### src/rtl/fault_pkg.sv
// Shared constants and types for the fault trigger serializer and its arbiter.
package fault_pkg;

  localparam int DEF_SOURCE_COUNT = 4;
  localparam int DEF_DEPTH        = 7;

  typedef logic [$clog2(DEF_SOURCE_COUNT)-1:0] src_idx_t;
  typedef logic [$clog2(DEF_DEPTH+1)-1:0]      pend_cnt_t;

  typedef enum logic [1:0] {
    ST_IDLE  = 2'd0,
    ST_SERVE = 2'd1,
    ST_HELD  = 2'd2
  } serve_state_e;

  // Round-robin successor of a source index.
  function automatic int wrap_inc(input int idx, input int n);
    return (idx == n - 1) ? 0 : idx + 1;
  endfunction

endpackage

### src/rtl/fault_trigger_serializer_rr_arbiter.sv
// Combinational round-robin arbiter: first requester at or above i_ptr, modulo N.
module rr_arbiter
  import fault_pkg::*;
#(
  parameter int N = DEF_SOURCE_COUNT,
  localparam int IDX_W = $clog2(N)
) (
  input  logic [N-1:0]     i_req,
  input  logic [IDX_W-1:0] i_ptr,
  input  logic             i_en,
  output logic             o_grant_valid,
  output logic [IDX_W-1:0] o_grant_idx
);

  logic [2*N-1:0]   w_dbl;
  logic [N-1:0]     w_rot;
  logic [IDX_W-1:0] w_off;
  logic [IDX_W:0]   w_sum;
  logic [IDX_W:0]   w_wrap;
  logic             w_hit;

  assign w_dbl = {i_req, i_req} >> i_ptr;
  assign w_rot = w_dbl[N-1:0];

  // Lowest set bit of the rotated request vector is the winner's offset from i_ptr.
  always_comb begin
    w_off = '0;
    w_hit = 1'b0;
    for (int k = N - 1; k >= 0; k--) begin
      if (w_rot[k]) begin
        w_hit = 1'b1;
        w_off = IDX_W'(k);
      end else begin
        w_hit = w_hit;
      end
    end
    w_sum = {1'b0, i_ptr} + {1'b0, w_off};
    if (w_sum >= (IDX_W+1)'(N)) begin
      w_wrap = w_sum - (IDX_W+1)'(N);
    end else begin
      w_wrap = w_sum;
    end
    o_grant_valid = i_en & w_hit;
    o_grant_idx   = w_wrap[IDX_W-1:0];
  end

endmodule

### src/rtl/fault_trigger_serializer.sv
// Queues per-source trigger pulses and replays them one per cycle in round-robin
// order, so simultaneous triggers reach the fault gate as separate pulses.
module fault_trigger_serializer
  import fault_pkg::*;
#(
  parameter int SOURCE_COUNT = DEF_SOURCE_COUNT,
  parameter int DEPTH        = DEF_DEPTH,
  localparam int CNT_W = $clog2(DEPTH + 1),
  localparam int SRC_W = $clog2(SOURCE_COUNT)
) (
  input  logic                    clk,
  input  logic                    reset,
  input  logic                    logic_reset,
  input  logic [SOURCE_COUNT-1:0] trig_in,
  input  logic                    stall,
  output logic                    fault_out,
  output logic [SRC_W-1:0]        fault_src,
  output logic                    pending_any,
  output logic                    overflow
);

  logic [CNT_W-1:0]        r_cnt     [SOURCE_COUNT];
  logic [CNT_W-1:0]        w_cnt_nxt [SOURCE_COUNT];
  logic [SOURCE_COUNT-1:0] w_req;
  logic [SOURCE_COUNT-1:0] w_gnt_vec;
  logic [SOURCE_COUNT-1:0] w_full;
  logic [SOURCE_COUNT-1:0] w_inc;
  logic [SOURCE_COUNT-1:0] w_drop;
  logic [SRC_W-1:0]        r_ptr;
  logic [SRC_W-1:0]        w_ptr_nxt;
  logic [SRC_W-1:0]        w_gnt_idx;
  logic                    w_gnt_valid;
  logic                    w_arb_en;
  logic                    w_pending_nxt;
  logic                    r_fault_out;
  logic [SRC_W-1:0]        r_fault_src;
  logic                    r_pending_any;
  logic                    r_overflow;

  assign w_arb_en = ~stall;

  rr_arbiter #(.N(SOURCE_COUNT)) u_rr_arbiter (
    .i_req         (w_req),
    .i_ptr         (r_ptr),
    .i_en          (w_arb_en),
    .o_grant_valid (w_gnt_valid),
    .o_grant_idx   (w_gnt_idx)
  );

  // Request vector from the registered counts.
  always_comb begin
    w_req = '0;
    for (int i = 0; i < SOURCE_COUNT; i++) begin
      w_req[i] = (r_cnt[i] != '0);
    end
  end

  // A trigger on a full source is still accepted when that source is granted
  // at the same edge, since the grant frees a slot.
  always_comb begin
    w_gnt_vec = '0;
    w_full    = '0;
    w_inc     = '0;
    w_drop    = '0;
    w_cnt_nxt = '{default: '0};
    for (int i = 0; i < SOURCE_COUNT; i++) begin
      w_gnt_vec[i] = w_gnt_valid && (w_gnt_idx == SRC_W'(i));
      w_full[i]    = (r_cnt[i] == CNT_W'(DEPTH));
      w_inc[i]     = trig_in[i] && (!w_full[i] || w_gnt_vec[i]);
      w_drop[i]    = trig_in[i] && w_full[i] && !w_gnt_vec[i];
      case ({w_inc[i], w_gnt_vec[i]})
        2'b10:   w_cnt_nxt[i] = r_cnt[i] + CNT_W'(1);
        2'b01:   w_cnt_nxt[i] = r_cnt[i] - CNT_W'(1);
        default: w_cnt_nxt[i] = r_cnt[i];
      endcase
    end
  end

  // Pending flag and pointer successor for the next state.
  always_comb begin
    w_pending_nxt = 1'b0;
    for (int i = 0; i < SOURCE_COUNT; i++) begin
      w_pending_nxt = w_pending_nxt | (w_cnt_nxt[i] != '0);
    end
    if (w_gnt_valid) begin
      w_ptr_nxt = SRC_W'(wrap_inc(int'(w_gnt_idx), SOURCE_COUNT));
    end else begin
      w_ptr_nxt = r_ptr;
    end
  end

  // State and output registers; logic_reset keeps the sticky overflow flag.
  always_ff @(posedge clk or posedge reset) begin
    if (reset) begin
      r_cnt         <= '{default: '0};
      r_ptr         <= '0;
      r_fault_out   <= 1'b0;
      r_fault_src   <= '0;
      r_pending_any <= 1'b0;
      r_overflow    <= 1'b0;
    end else if (logic_reset) begin
      r_cnt         <= '{default: '0};
      r_ptr         <= '0;
      r_fault_out   <= 1'b0;
      r_fault_src   <= r_fault_src;
      r_pending_any <= 1'b0;
      r_overflow    <= r_overflow;
    end else begin
      r_cnt         <= w_cnt_nxt;
      r_ptr         <= w_ptr_nxt;
      r_fault_out   <= w_gnt_valid;
      r_fault_src   <= w_gnt_valid ? w_gnt_idx : r_fault_src;
      r_pending_any <= w_pending_nxt;
      r_overflow    <= r_overflow | (|w_drop);
    end
  end

  assign fault_out   = r_fault_out;
  assign fault_src   = r_fault_src;
  assign pending_any = r_pending_any;
  assign overflow    = r_overflow;

endmodule

### config.mk
export PLATFORM = sky130hd
export DESIGN_NAME = fault_trigger_serializer
export DESIGN_NICKNAME = d
export VERILOG_FILES = /design/src/rtl/fault_pkg.sv /design/src/rtl/fault_trigger_serializer_rr_arbiter.sv /design/src/rtl/fault_trigger_serializer.sv
export SDC_FILE = /design/constraint.sdc
export NUM_CORES = 1
export LEC_CHECK = 0
export BUFFER_PORTS_ARGS = -buffer_cell sky130_fd_sc_hd__buf_2
export CAP_MARGIN = 20
export CORE_MARGIN = 2
export CORE_UTILIZATION = 59
export CTS_CLUSTER_SIZE = 40
export DETAILED_ROUTE_END_ITERATION = 10
export GPL_ROUTABILITY_DRIVEN = 0
export PLACE_DENSITY_LB_ADDON = 0.3
export REMOVE_ABC_BUFFERS = 1
export SLEW_MARGIN = 20
export SYNTH_ARGS = -nofsm -noshare
export SYNTH_HDL_FRONTEND = slang
export SYNTH_HIERARCHICAL = 1
export SYNTH_SLANG_ARGS = --single-unit
### constraint.sdc
create_clock -name clk -period 4.3 [get_ports clk]
set_input_delay 0 -clock clk [delete_from_list [all_inputs] [get_ports clk]]
set_output_delay 0 -clock clk [all_outputs]
set_load 0.005 [all_outputs]
==> reports/qor.csv <==
stage,metric,value,unit
clock_tree,insertion_delay,300,ps
floorplan,ioPinCount,13,
final_layout,fin_area,1668,um2
synthesis,synth_ff_type,dfrtp_1,
clock_tree,htreeDepth,1,
synthesis,synth_common_cells,"19 x dfrtp_1, 17 x inv_1, 14 x nand2_1",
timing,relSlewSlack,0.4948,
timing,hold_slack,84.63,ps
final_layout,fin_nets,207,
synthesis,synth_edf_count,0,
synthesis,synth_cells,175,
final_layout,multi_input_area,987.2,um2
critical_path,path_class,reg2reg,
final_layout,n_fill_cell,193,
clock_tree,cts_root_buf,clkbuf_4,
clock_tree,cts_tree,built,
synthesis,yosys_warnings,6,
power,irDropWorstVdd,0.0004895,V
timing,setup_tns,0,ps
routing,vias,1324,
floorplan,rows,18,
synthesis,ys_top_cells_by_area,"dfrtp_1 31%, fa_1 5.2%, ha_1 4.9%, inv_1 4.1%, nand2_1 3.4%",
critical_path,cp_max_fo,6,
synthesis,synth.top_cell.area_share,0.3087,
hold_path,hold_path_class,in2reg,
critical_path,crit_arrival,4200,ps
synthesis,syn_avg_cell_area,8.801,um2
routing,drtAntennaViolNets,0,
clock_tree,postCtsSetupBuffers,0,
timing,hold_viol_final,0,
synthesis,postSynth.asyncResetShare,1.000,
synthesis,synthesis.area,1540,um2
clock_tree,clkTransAtPathRegs,110,ps
final_layout,drive_above_1_share,0.1649,
timing,rsz0062_at_grt,false,
timing,slew_viol_final,0,
routing,routed_wl,3.252,mm
clock_tree,cts-buffers-inserted,3,
floorplan,fp.dieW,55.10,um
synthesis,yosysTopAreaCell,dfrtp_1,
timing,fin_skew,9.462,ps
global_routing,grt-ovfl-total,0,
power,p_per_area,787.3,nW/um2
critical_path,start_kind,flop,
global_routing,antenna_found_initial,0,
floorplan,core_area,2477,um2
clock_tree,cts_sinks,19,
synthesis,post-synth-top-count-cell,dfrtp_1,
global_routing,grt.total_usage,0.2449,
routing,drc,0,
routing,first_pass_iters,4,
run_status,status,finished clean,
timing,fmax,0.2490,GHz
clock_tree,clock_path_buffers,2,
power,leakage,0.7481,nW
timing,worst_pin_slew,756.9,ps
global_routing,grt_pass1_vias,1215,
job,drv_cap,0,
routing,avgRoutedWirePerCell,14.92,um
final_layout,seq_area,475.5,um2
final_layout,antenna_cells,0,
timing,period_minus_slack,4016,ps
timing,finalSetupViolCount,0,
synthesis,ys_types,49,
critical_path,required,4480,ps
placement,portBuffers,12,
placement,placed_area,1617,um2
floorplan,start_util,0.6217,
global_routing,grt_pass1_wl,5.250,mm
final_layout,area_delta_synth_final,8.286,%
synthesis,yosysSeqAreaShare,0.3087,
critical_path,end_kind,flop,
routing,drt_iter0_drc,45,
floorplan,die_h,55.10,um
global_routing,grt_max_degree,20,
routing,via_per_inst,6.073,
timing,fin_crit_sh,0.9340,
synthesis,synth_seq_cells,19,
floorplan,dieArea,3035,um2
placement,hpwl,2.422,mm
==> final timing paths <==
check	from	endpoint	slack, ps	depth (start not counted)
min in group asynchronous	reset	r_cnt[8]	360	3
max in group asynchronous	reset	r_cnt[2]	3460	3
setup reg to reg	r_cnt[8]	pending_any	280	19
hold / removal	logic_reset	r_cnt[10]	80	2
setup / recovery	r_cnt[8]	pending_any	280	19
hold reg to reg	overflow	overflow	480	1
==> routing by layer <==
| metal | global-route usage | vias up | part of all wire |
|---|---|---|---|
| met5 | 0 | - | 0 |
| met4 | 0.06098 | 0 | 0.0046 |
| met3 | 0.03226 | 2 | 0.037 |
| met2 | 0.4464 | 30 | 0.52 |
| met1 | 0.3038 | 641 | 0.43 |
| li1 | - | 651 | - |
==> registers in the layout, summed over array words and instances, names as in the netlist <==
| signal | count |
|---|---|
| fault_out | 1 |
| overflow | 1 |
| fault_src | 2 |
| r_ptr | 2 |
| r_cnt | 12 |
| pending_any | 1 |
==> area by class of cell <==
class | instances | share of cell area
multi-input combinational | 134 | 0.5919
clock buffer | 4 | 0.01575
timing repair buffer | 14 | 0.04651
tap | 30 | 0.02251
sequential | 19 | 0.2851
inverter | 17 | 0.03826
==> where the power goes <==
part           internal, mW  total, mW  switching, mW
clock                0.0361     0.0926         0.0565
combinational         0.402      0.915          0.512
sequential            0.237      0.306         0.0685
total                 0.676       1.31          0.637
==> layout by cell type (no fill, tap or decap), types with 5 or more instances in the layout <==
| cell | netlist | routed |
|---|---|---|
| o21ai_0 | 7 | 7 |
| nor2b_1 | 7 | 7 |
| inv_1 | 17 | 16 |
| a21oi_1 | 7 | 7 |
| nand2_1 | 14 | 14 |
| nand3_1 | 6 | 6 |
| buf_2 | 2 | 12 |
| mux2i_1 | 5 | 5 |
| ha_1 | 6 | 6 |
| nor2_1 | 12 | 12 |
| dfrtp_1 | 19 | 19 |
==> what timing repair did <==
action	CTS	global route
hold endpoints to repair	19	0
endpoints found under the setup margin	0	1
hold buffers	1	0
gates resized for setup	0	4
==> metrics by stage <==
step	utilization	instances	total power, mW	worst slack (ps)
3_3_place_gp	0.6525	213	1.144	453.4
4_1_cts	0.6672	218	1.295	187.2
6_report	0.6732	218	1.313	283.9
2_1_floorplan	-	170	0.9854	566.4
3_5_place_dp	0.6525	213	1.191	234.9
5_1_grt	0.6732	218	1.450	1.718
==> critical path: stages, from the launching register on <==
cell	delay [ps]
dfrtp_1	460
or3_4	430
nor2b_1	170
a21oi_1	140
o22ai_1	90
o21a_1	170
ha_1	180
xnor2_1	180
xnor2_1	140
ha_1	220
nand2_1	90
nand4_1	120
nand2_1	100
ha_1	180
inv_1	60
fa_1	480
nor2b_1	180
mux2i_1	130
nor4b_2	260
a31oi_1	120
==> cells by family after synthesis <==
| kind of cell | after synthesis | share of synthesized area |
|---|---|---|
| AOI/OAI and AO/OA | 42 | 0.1966 |
| xor gates and xnor gates | 7 | 0.03981 |
| adders and majority gates | 10 | 0.1007 |
| buffers and inverters | 22 | 0.06011 |
| DFF | 19 | 0.3087 |
| muxes | 6 | 0.04224 |
| and+or+nand+nor | 69 | 0.2518 |
(Power assumes the default switching activity.)
